File: src/rtl/nn_load_ctrl.sv
// Serial loader: streams binary weights (4 layers) then an input vector into memories, then hands
// off to the compute stage. Define NN_LOAD_PARITY_EN to add a checked parity beat per segment.
module nn_load_ctrl #(
  parameter int unsigned W_ADDR_LEN = 20,
  parameter int unsigned X_ADDR_LEN = 10,
  parameter int unsigned W_DEPTH    = 8,
  parameter int unsigned X_DEPTH    = 8
) (
  input  logic                  clk,
  input  logic                  rst,
  input  logic                  load_go,
  input  logic                  in_valid,
  input  logic                  in_data,
  output logic                  in_ready,
  output logic [W_ADDR_LEN-1:0] w_addr,
  output logic                  w_data,
  output logic [1:0]            w_sel,
  output logic [1:0]            w_rw,
  output logic [X_ADDR_LEN-1:0] x_addr,
  output logic                  x_data,
  output logic [1:0]            x_sel,
  output logic [1:0]            x_rw,
  output logic                  start_compute,
  input  logic                  compute_done,
  output logic                  busy,
  output logic                  load_done,
  output logic                  err
);

`ifdef NN_LOAD_PARITY_EN
  localparam bit ParityEn = 1'b1;
`else
  localparam bit ParityEn = 1'b0;
`endif

  localparam logic [W_ADDR_LEN-1:0] WLast = W_ADDR_LEN'(W_DEPTH - 1);
  localparam logic [X_ADDR_LEN-1:0] XLast = X_ADDR_LEN'(X_DEPTH - 1);

  typedef enum logic [2:0] {
    StIdle,
    StLoadW,
    StLoadX,
    StStart,
    StWaitDone
  } state_e;

  state_e                  state;
  logic [W_ADDR_LEN-1:0]   w_cnt;
  logic [X_ADDR_LEN-1:0]   x_cnt;
  logic [1:0]              layer;
  logic                    par_phase;
  logic                    par_acc;
  logic                    err_q;
  logic                    accept;

  assign in_ready = (state == StLoadW) || (state == StLoadX);
  assign busy     = (state != StIdle);
  assign accept   = in_valid && in_ready;
  assign x_sel    = 2'b00;
  assign err      = ParityEn ? err_q : 1'b0;

  always_ff @(posedge clk or negedge rst) begin
    if (!rst) begin
      state         <= StIdle;
      w_cnt         <= '0;
      x_cnt         <= '0;
      layer         <= 2'd0;
      par_phase     <= 1'b0;
      par_acc       <= 1'b0;
      err_q         <= 1'b0;
      w_addr        <= '0;
      w_data        <= 1'b0;
      w_sel         <= 2'd0;
      w_rw          <= 2'b00;
      x_addr        <= '0;
      x_data        <= 1'b0;
      x_rw          <= 2'b00;
      start_compute <= 1'b0;
      load_done     <= 1'b0;
    end else begin
      // Command and pulse outputs default low; each is raised for exactly one cycle below.
      w_rw          <= 2'b00;
      x_rw          <= 2'b00;
      start_compute <= 1'b0;
      load_done     <= 1'b0;

      unique case (state)
        StIdle: begin
          if (load_go) begin
            state     <= StLoadW;
            w_cnt     <= '0;
            x_cnt     <= '0;
            layer     <= 2'd0;
            par_phase <= 1'b0;
            par_acc   <= 1'b0;
            err_q     <= 1'b0;
          end
        end

        StLoadW: begin
          if (accept) begin
            if (par_phase) begin
              par_phase <= 1'b0;
              par_acc   <= 1'b0;
              if (in_data != par_acc) begin
                err_q <= 1'b1;
                state <= StIdle;
              end else if (layer == 2'd3) begin
                state <= StLoadX;
              end else begin
                layer <= layer + 2'd1;
              end
            end else begin
              w_rw    <= 2'b01;
              w_addr  <= w_cnt;
              w_data  <= in_data;
              w_sel   <= layer;
              par_acc <= par_acc ^ in_data;
              if (w_cnt == WLast) begin
                w_cnt <= '0;
                if (ParityEn) begin
                  par_phase <= 1'b1;
                end else if (layer == 2'd3) begin
                  state <= StLoadX;
                end else begin
                  layer <= layer + 2'd1;
                end
              end else begin
                w_cnt <= w_cnt + 1'b1;
              end
            end
          end
        end

        StLoadX: begin
          if (accept) begin
            if (par_phase) begin
              par_phase <= 1'b0;
              par_acc   <= 1'b0;
              if (in_data != par_acc) begin
                err_q <= 1'b1;
                state <= StIdle;
              end else begin
                state <= StStart;
              end
            end else begin
              x_rw    <= 2'b01;
              x_addr  <= x_cnt;
              x_data  <= in_data;
              par_acc <= par_acc ^ in_data;
              if (x_cnt == XLast) begin
                x_cnt <= '0;
                if (ParityEn) begin
                  par_phase <= 1'b1;
                end else begin
                  state <= StStart;
                end
              end else begin
                x_cnt <= x_cnt + 1'b1;
              end
            end
          end
        end

        StStart: begin
          start_compute <= 1'b1;
          state         <= StWaitDone;
        end

        StWaitDone: begin
          if (compute_done) begin
            load_done <= 1'b1;
            state     <= StIdle;
          end
        end

        default: state <= StIdle;
      endcase
    end
  end

endmodule

File: config.mk
export PLATFORM = sky130hd
export DESIGN_NAME = nn_load_ctrl
export DESIGN_NICKNAME = d
export VERILOG_FILES = /design/src/rtl/nn_load_ctrl.sv
export SDC_FILE = /design/constraint.sdc
export NUM_CORES = 1
export LEC_CHECK = 0
export CORE_UTILIZATION = 55
export CTS_CLUSTER_DIAMETER = 200
export DETAILED_ROUTE_END_ITERATION = 12
export PLACE_DENSITY = 0.81
export RECOVER_POWER = 50
export SYNTH_ARGS = -nofsm -noshare
export SYNTH_HDL_FRONTEND = slang
export SYNTH_SLANG_ARGS = --single-unit
File: constraint.sdc
create_clock -name clk -period 5.3 [get_ports clk]
set_input_delay 1.06 -clock clk [delete_from_list [all_inputs] [get_ports clk]]
set_output_delay 1.06 -clock clk [all_outputs]
set_load 0.005 [all_outputs]
==> metrics.md <==
| Metric | Value |
|---|---|
| Synth async-reset ratio | 1.00 |
| Cell count of the worst reg-to-reg path | 3 |
| Non-Filler Instances | 418 |
| Hold path depth | 1 |
| Hold_buf cts | 0 |
| Peak supply drop | around 0.00027 V |
| Average routed wire per standard cell | 15.7 um |
| Final setup TNS | 0 ns |
| Worst reg2reg setup slack | 2.92 ns |
| Post-CTS Setup Inserts | 0 |
| HPWL after DPL | 4240 um |
| Reg2Reg Launch Point | state[2] |
| Die H | around 80 um |
| Total power | 0.00175 W |
| Final Setup Violations | 0 |
| # diodes | 0 |
| CTS resizes | 0 |
| Tightest Pin Transition | 1.77 ns |
| FP Rows | 28 |
| Initial antenna violation count | 0 |
| Port buffer count | 45 |
| CTS root buf | clkbuf_8 |
| Ys Warns | 0 |
| Reg2reg end | w_addr[16] |
| Final-stage net count | 347 |
| Hold Startpoint | w_addr[3] |
| Commonest non-fill, non-tap cell in the layout | dfrtp_1 |
| Max incr delay on CP | approximately 0.57 ns |
| Period utilisation layout | 0.590 |
| CTS max path bufs | 2 |
| Total iterations of the first detailed-routing run | 4 |
| Mean Syn Cell Area | roughly 12 sq um |
| Post-Syn Instances | 293 |
| Final Hold Viols | 0 |
| Flops & latches, synth | 73 |
| GRT Util Overall | 0.230 |
| CTS tree | done |
| RSZ-0062 raised after global routing | false |
| Die area | 6480 sq um |
| Fillers | 429 |
| Synth cell types | 48 |
| Hold endpoint | w_addr[3] |
| Register clock-pin slew on the reported worst setup and hold paths | ~0.070 ns |
| Layout area overhead | 20.2% |
| WP data arrival | 2.07 ns |
| Critical-path top delay cell | dfrtp_1 |
| Pin count of the biggest net entering global routing | 74 |
| Crit-path max FO | 18 |
| Number of vias per cell | 5.76 |
| Worst hold slack | 0.501 ns |
| Setup crit start kind | flop |
| Failing checks | capacitance limit, slew limit |
| Main synth FF type | dfrtp_1 |
| Post-route cell area | ~4000 sq um |
| Number of remaining DRC errors | 0 |
| Dpl cell area | 3850 sq um |
| Inst Count DP | 402 |
| Starting Density | 0.572 |
| Placer Congestion | 0.812 |
| H-tree level count | 3 |
| First-pass GRT wire length | ~11000 um |
| F_max | 320 MHz |
| Total routed wirelength | ~6600 um |
| CTS Buf Count | 9 |
| Worst hold path class | flop to flop |
| DRT iter0 DRCs | 249 |
| Final Skew | 0.0120 ns |
| TritonCTS Sinks | between 70 and 80 |
| Crit path buf inv count | 2 |
| Global route overflow | 0 |
| Core Region | around 5900 sq um |
| Worst slew margin | -0.179 |
| Slew Limit Fails | 74 |
| Most frequent cells in the layout | dfrtp_1, mux2_2, clkdlybuf4s50_1, nor2_1, nand2_1 |
| Register area share after synthesis | 0.539 |
| Die width | 80.5 um |
| Via count | 2406 |
| Worst-skew pair later-pin latency | 0.35 ns |
| Final ANT Viol Nets | 0 |
| Vias in the first global route | 2340 |
| Share of cells above drive strength 1 | 0.184 |
| Total of max-cap violations | 1 |
| Worst-path cell chain | nor3b_1, a21oi_1, inv_1, clkdlybuf4s50_1 |
| CP Data Required Time | 4.24 ns |
| Post-synth EDFFs | 0 |
| Min cycle time layout | 3.13 ns |
| Critical Path Sink Type | output pin |
| Top cell family by delay on the critical path | buffers and inverters |
| I/O pin count | 51 |
| Status | complete, but fails checks |
| P_leak | about 1.9 nW |
| Critical path class | flop to output pin |
| Synthesized area | 3390 sq um |
| Pwr/cell area | 431 nW/um^2 |
-- layer usage --
metal  wire length [um]  global-route usage  vias up
met4                139               0.127        0
li1                   -                   -     1146
met3                280              0.0466       13
met5                  0                   0        -
met1               3100               0.324     1184
met2               3040               0.329       63
-- report_power, final --
group / internal, W / leakage (nW) / switching [W]
Clock: 0.000280 / 0.113 / 0.000214
Sequential: 0.000642 / 1.00 / 0.0000980
Combinational: 0.000246 / 0.783 / 0.000274
Total: 0.00117 / 1.90 / 0.000586
-- cells in the mapped netlist (2+ instances only) --
master | number | area share
nor3_1 | 8 | 0.012
a21o_1 | 2 | 0.0044
a31o_2 | 2 | 0.0052
o21ai_0 | 11 | 0.016
or4_1 | 3 | 0.0066
buf_4 | 5 | 0.011
nand2_1 | 21 | 0.023
ha_1 | 3 | 0.011
a22o_1 | 6 | 0.016
mux2_2 | 34 | 0.11
and3_1 | 7 | 0.013
dfrtp_1 | 73 | 0.54
inv_1 | 4 | 0.0044
nor3b_1 | 2 | 0.0044
nor2_1 | 25 | 0.028
nand3_1 | 18 | 0.027
o311ai_0 | 4 | 0.010
and2_1 | 2 | 0.0037
buf_2 | 3 | 0.0044
nand4_1 | 7 | 0.013
mux2_1 | 2 | 0.0066
nor4_1 | 5 | 0.0092
clkbuf_1 | 4 | 0.0044
or3_1 | 2 | 0.0037
nand2b_1 | 3 | 0.0055
xor2_1 | 14 | 0.036
a21oi_1 | 2 | 0.0030
-- stage by stage --
step | utilization | worst slack (ns)
floorplan | - | 3.09
global placement | 0.650 | 2.22
detailed placement | 0.650 | 2.16
CTS | 0.689 | 2.17
global route | 0.688 | 2.07
finish | 0.688 | 2.17
-- state kept, by name (all words and copies together), names as in the netlist --
signal,flops
x_rw,1
load_done,1
w_sel,2
w_data,1
state,3
x_data,1
start_compute,1
x_cnt,10
x_addr,10
w_rw,1
w_addr,20
w_cnt,20
layer,2
-- layout make-up --
class,count,area [sq um],area share
clock buffer,10,138,0.0338
clock inverter,6,90.1,0.0221
inverter,4,15.0,0.00369
multi-input combinational,204,1460,0.358
sequential,73,1830,0.448
tap,75,93.8,0.0230
timing repair buffer,46,450,0.111
-- how the worst max path moves through the flow --
| stage | from | end | slack (ns) | cells after the start |
|---|---|---|---|---|
| after floorplan | in_valid | w_cnt[17] | 3.09 | 5 |
| after global placement | in_valid | w_addr[17] | 2.22 | 3 |
| after detailed placement | in_valid | w_addr[14] | 2.16 | 3 |
| after CTS | state[0] | in_ready | 2.17 | 4 |
| after global routing | state[0] | in_ready | 2.07 | 4 |
| final | state[0] | in_ready | 2.17 | 4 |
-- kinds of logic (layout without fill, tap and decap cells) --
group | Yosys count | after routing | share of synthesized area
adders and majority gates | 3 | 3 | 0.0111
DFF | 73 | 73 | 0.539
AOI/OAI and AO/OA | 33 | 33 | 0.0794
xor gates and xnor gates | 15 | 15 | 0.0388
buffers and inverters | 20 | 66 | 0.0343
other | 1 | 5 | 0.00111
and+or+nand+nor | 111 | 111 | 0.174
muxes | 37 | 37 | 0.123
(Power assumes the default switching activity.)
